$ cat src/rtl/adder_share_arbiter.sv
// Round-robin arbiter sharing one registered WIDTH-bit adder among NUM_REQ requesters.
// Two-stage pipeline: operand register, then sum register driving the response outputs.
module adder_share_arbiter #(
    parameter int unsigned WIDTH    = 92,
    parameter int unsigned NUM_REQ  = 4,
    parameter int unsigned ID_WIDTH = 2
) (
    input  logic                     clk,
    input  logic                     rst,
    input  logic [NUM_REQ-1:0]       req_valid,
    input  logic [NUM_REQ*WIDTH-1:0] req_a,
    input  logic [NUM_REQ*WIDTH-1:0] req_b,
    output logic [NUM_REQ-1:0]       req_ready,
    output logic                     rsp_valid,
    output logic [ID_WIDTH-1:0]      rsp_id,
    output logic [WIDTH:0]           rsp_sum,
    input  logic                     rsp_ready
);

    logic [ID_WIDTH-1:0] ptr_q, ptr_d;
    logic                s1_valid_q, s1_valid_d;
    logic [ID_WIDTH-1:0] s1_id_q, s1_id_d;
    logic [WIDTH-1:0]    s1_a_q, s1_a_d;
    logic [WIDTH-1:0]    s1_b_q, s1_b_d;
    logic                rsp_valid_q, rsp_valid_d;
    logic [ID_WIDTH-1:0] rsp_id_q, rsp_id_d;
    logic [WIDTH:0]      rsp_sum_q, rsp_sum_d;

    logic                grant_found;
    logic [ID_WIDTH-1:0] grant_id;
    logic [ID_WIDTH-1:0] cand;
    logic [ID_WIDTH-1:0] ptr_next;
    logic [WIDTH-1:0]    grant_a, grant_b;
    logic                s2_free, s1_free, s1_adv, req_xfer;

    assign s2_free = !rsp_valid_q || rsp_ready;
    assign s1_free = !s1_valid_q || s2_free;
    assign s1_adv  = s1_valid_q && s2_free;

    // First valid requester at or after ptr, wrapping modulo NUM_REQ.
    always_comb begin
        grant_found = 1'b0;
        grant_id    = '0;
        cand        = '0;
        for (int unsigned k = 0; k < NUM_REQ; k++) begin
            cand = ID_WIDTH'((32'(ptr_q) + k) % NUM_REQ);
            if (!grant_found && req_valid[cand]) begin
                grant_found = 1'b1;
                grant_id    = cand;
            end
        end
    end

    assign ptr_next  = (grant_id == ID_WIDTH'(NUM_REQ - 1)) ? '0 : grant_id + ID_WIDTH'(1);
    assign grant_a   = req_a[32'(grant_id)*WIDTH +: WIDTH];
    assign grant_b   = req_b[32'(grant_id)*WIDTH +: WIDTH];
    assign req_xfer  = grant_found && s1_free && !rst;
    assign req_ready = req_xfer ? (NUM_REQ'(1) << grant_id) : '0;

    always_comb begin
        ptr_d       = ptr_q;
        s1_valid_d  = s1_valid_q;
        s1_id_d     = s1_id_q;
        s1_a_d      = s1_a_q;
        s1_b_d      = s1_b_q;
        rsp_valid_d = rsp_valid_q;
        rsp_id_d    = rsp_id_q;
        rsp_sum_d   = rsp_sum_q;

        if (req_xfer) begin
            ptr_d      = ptr_next;
            s1_valid_d = 1'b1;
            s1_id_d    = grant_id;
            s1_a_d     = grant_a;
            s1_b_d     = grant_b;
        end else if (s1_adv) begin
            s1_valid_d = 1'b0;
        end

        // Sum payload only moves on advance, so it holds while stalled and after draining.
        if (s1_adv) begin
            rsp_valid_d = 1'b1;
            rsp_id_d    = s1_id_q;
            rsp_sum_d   = {1'b0, s1_a_q} + {1'b0, s1_b_q};
        end else if (rsp_ready) begin
            rsp_valid_d = 1'b0;
        end
    end

    always_ff @(posedge clk) begin
        if (rst) begin
            ptr_q       <= '0;
            s1_valid_q  <= 1'b0;
            s1_id_q     <= '0;
            s1_a_q      <= '0;
            s1_b_q      <= '0;
            rsp_valid_q <= 1'b0;
            rsp_id_q    <= '0;
            rsp_sum_q   <= '0;
        end else begin
            ptr_q       <= ptr_d;
            s1_valid_q  <= s1_valid_d;
            s1_id_q     <= s1_id_d;
            s1_a_q      <= s1_a_d;
            s1_b_q      <= s1_b_d;
            rsp_valid_q <= rsp_valid_d;
            rsp_id_q    <= rsp_id_d;
            rsp_sum_q   <= rsp_sum_d;
        end
    end

    assign rsp_valid = rsp_valid_q;
    assign rsp_id    = rsp_id_q;
    assign rsp_sum   = rsp_sum_q;

endmodule

$ cat config.mk
export PLATFORM = sky130hd
export DESIGN_NAME = adder_share_arbiter
export DESIGN_NICKNAME = d
export VERILOG_FILES = /design/src/rtl/adder_share_arbiter.sv
export SDC_FILE = /design/constraint.sdc
export NUM_CORES = 1
export LEC_CHECK = 0
export CAP_MARGIN = 20
export CORE_AREA = 2 2 329 331
export CTS_BUF_LIST = sky130_fd_sc_hd__clkbuf_4 sky130_fd_sc_hd__clkbuf_8 sky130_fd_sc_hd__clkbuf_16
export DETAILED_ROUTE_END_ITERATION = 10
export DIE_AREA = 0 0 331 333
export GPL_TIMING_DRIVEN = 0
export SYNTH_ARGS = -nofsm -noshare
export SYNTH_HDL_FRONTEND = slang
export SYNTH_SLANG_ARGS = --single-unit
$ cat constraint.sdc
create_clock -name clk -period 7.5 [get_ports clk]
set_input_delay 0.75 -clock clk [delete_from_list [all_inputs] [get_ports clk]]
set_output_delay 0.75 -clock clk [all_outputs]
set_load 0.02 [all_outputs]
==> metrics.csv <==
metric,value,unit
critPathRequiredTime,6.75,ns
tightest_slew,1.20,ns
routed_wl,144,mm
cts_tree,done,
post_cts_buffers,0,
rows,120,
path_buf_inv,8,
slew_violations,0,
cp.depth,13,
ys_warn_count,0,
fin_util,0.308,
finalSetupViolCount,0,
io_buffers,841,
antenna_found_initial,42,
endpoint_kind,primary output,
drv_cap,0,
clkPwrFrac,0.263,
fin_cells,5579,
firstDrtPassIters,5,
cp_slowest_cell,clkbuf_2,
clk_path_buf_depth,3,
r2r_end,s1_b_q[45],
synth-seq-cells,285,
final_antenna_net_count,0,
grt_max_degree,14,
netlist_area,21000,um^2
p_int,0.00440,W
dp_cells,5500,
ir_drop,0.000126,V
vias_per_cell,4.87,
syn_inst,3239,
async_reset_ff_frac,0,
rr_startpoint,ptr_q[1],
grt.total_usage,0.249,
rr_worst_depth,12,
cts.htree.levels,2,
synth_cell_type_count,79,
worstPathMaxFanout,11,
endpoint,req_ready[0],
p_leak,12.6,nW
powerDensity,233,nW/um^2
routedWlPerCell,25.9,um
critPathLaunchType,input pin,
final_common_cell,clkdlybuf4s50_1,
die_x,331,um
clk_pin_slew,0.06,ns
grt_pass1_vias,26182,
hpwlAfterDp,120,mm
hold_violations,0,
drive_gt1_frac,0.0319,
path_delay_family,buffers and inverters,
skew,0.0159,ns
post_cts_resized,0,
critPathKind,input pin to primary output,
avgSynthCellArea,6.48,um^2
worst_hold_path.num_cells,2,
slew_headroom,0.195,
synth.yosys.seq_area_share,0.272,
clockRootBuffer,clkbuf_16,
seq_power_share,0.263,
synth_edf_count,0,
r2r_slack,2.37,ns
fp.dieH,333,um
die_area,110000,um^2
place_ws,0.965,ns
fmax,152,MHz
cts.sinks,285,
nFillCells,11847,
routabilityCongestion,0.937,
grt_pass1_wl,194,mm
startpoint,req_valid[1],
status,finished clean,
syn_nets,4079,
design_area,32900,um^2
worstHoldPathType,flop to flop,
coreArea,107000,um^2
layout_common_cells,"841 x clkdlybuf4s50_1, 609 x nand2_1, 556 x nor2_1",
finalPower,0.00766,W
syn2layout_area_growth,56.5,%
arrival,5.83,ns
initial_utilization,0.197,
cts_buffers,37,
cpPeakStageDelay,0.77,ns
overflow,0,
cp_cell_sequence,clkdlybuf4s50_1 > inv_1 > nand2_1 > a21oi_1 > o22ai_2 > buf_8 > clkbuf_2 > clkbuf_1 > clkbuf_2 > clkbuf_1 > ha_1 > and2_1 > clkdlybuf4s50_1,
cts-hold-fix-buffers,0,
combinationalPowerShare,0.475,
drc,0,
post_dp_cell_area,31500,um^2
vias,27195,
min_period_over_period,0.877,
power_switching,0.00326,W
drtIter0Drc,2041,
final_net_count,4976,
post-route-min-period,6.58,ns
ys.flop_type,dfxtp_1,
rsz0062_at_grt,no,
finalWorstSetupSlack,0.922,ns
clock_latency,0.56,ns
io_pins,843,
swShare,0.426,
layer usage:
layer	vias to the layer above	global-route usage	part of all wire
li1	12975	-	-
met1	12920	0.316	0.43
met2	1087	0.424	0.47
met3	197	0.0402	0.066
met4	16	0.0851	0.036
met5	-	0	0.00074
Yosys cell counts, types with 16 or more instances:
master | instances | area share
nor3_1 | 22 | 0.0052
o21bai_1 | 20 | 0.0071
mux2i_1 | 25 | 0.012
o21ai_1 | 16 | 0.0038
inv_1 | 28 | 0.0050
nand4_1 | 47 | 0.014
nand3b_1 | 155 | 0.055
a21oi_1 | 232 | 0.055
nand3_1 | 170 | 0.041
dfxtp_1 | 285 | 0.27
nand2_1 | 609 | 0.11
a21o_1 | 29 | 0.010
o21ai_0 | 427 | 0.10
nor2_1 | 556 | 0.099
clkbuf_1 | 219 | 0.039
xnor2_1 | 49 | 0.020
xor2_1 | 32 | 0.013
ha_1 | 96 | 0.057
how the worst min path moves through the flow:
| stage | startpoint | to | slack [ns] |
|---|---|---|---|
| after floorplan | s1_id_q[1] | s1_id_q[1] | 0.42 |
| after global placement | s1_id_q[1] | s1_id_q[1] | 0.43 |
| after detailed placement | s1_id_q[1] | s1_id_q[1] | 0.44 |
| after CTS | s1_id_q[1] | s1_id_q[1] | 0.45 |
| after global routing | rsp_sum[88] | rsp_sum[88] | 0.46 |
| final | s1_id_q[1] | s1_id_q[1] | 0.44 |
state kept, by name (all words and copies together) (netlist names):
name,cells
rsp_valid,1
s1_id_q,2
rsp_id,2
rsp_sum,93
s1_b_q,92
s1_valid_q,1
s1_a_q,92
ptr_q,2
metrics by stage:
step	hold slack [ns]	setup TNS, ns
2_1_floorplan	0.423	0
3_3_place_gp	0.433	-86.72
3_5_place_dp	0.437	0
4_1_cts	0.446	0
5_1_grt	0.464	0
6_report	0.444	0
power by group through the flow:
stage | sequential [W] | combinational [W] | clock [W]
floorplan | 0.00206 | 0.00180 | 0
global placement | 0.00203 | 0.00357 | 0
detailed placement | 0.00204 | 0.00362 | 0
CTS | 0.00201 | 0.00363 | 0.00204
global route | 0.00204 | 0.00393 | 0.00209
finish | 0.00201 | 0.00364 | 0.00201
worst min-delay path, delay by kind of cell (launching register included):
family | cells | cell delay (ns)
flops | 1 | 0.31
simple gates | 2 | 0.09
layout make-up:
class	count	area, um^2	area share
well taps	1403	1760	0.0534
inverters	29	109	0.00331
plain buffers	244	951	0.0289
multi-input cells	2681	14300	0.434
flip-flops and latches	285	5710	0.174
clock inverters	17	262	0.00795
diodes	11	27.5	0.000837
repair buffers	858	8700	0.265
clock buffers	51	1100	0.0334
logic make-up after synthesis:
kind of cell             count (synthesis)  share of synthesized area
AO/OA/AOI/OAI                          850                      0.230
AND/OR/NAND/NOR                       1628                      0.345
multiplexers                            25                     0.0119
buffers and inverters                  273                     0.0496
adder cells (fa/ha/maj)                 97                     0.0581
XOR/XNOR                                81                     0.0338
flip-flops                             285                      0.272
Note: power is estimated with default switching activity, not from simulation.
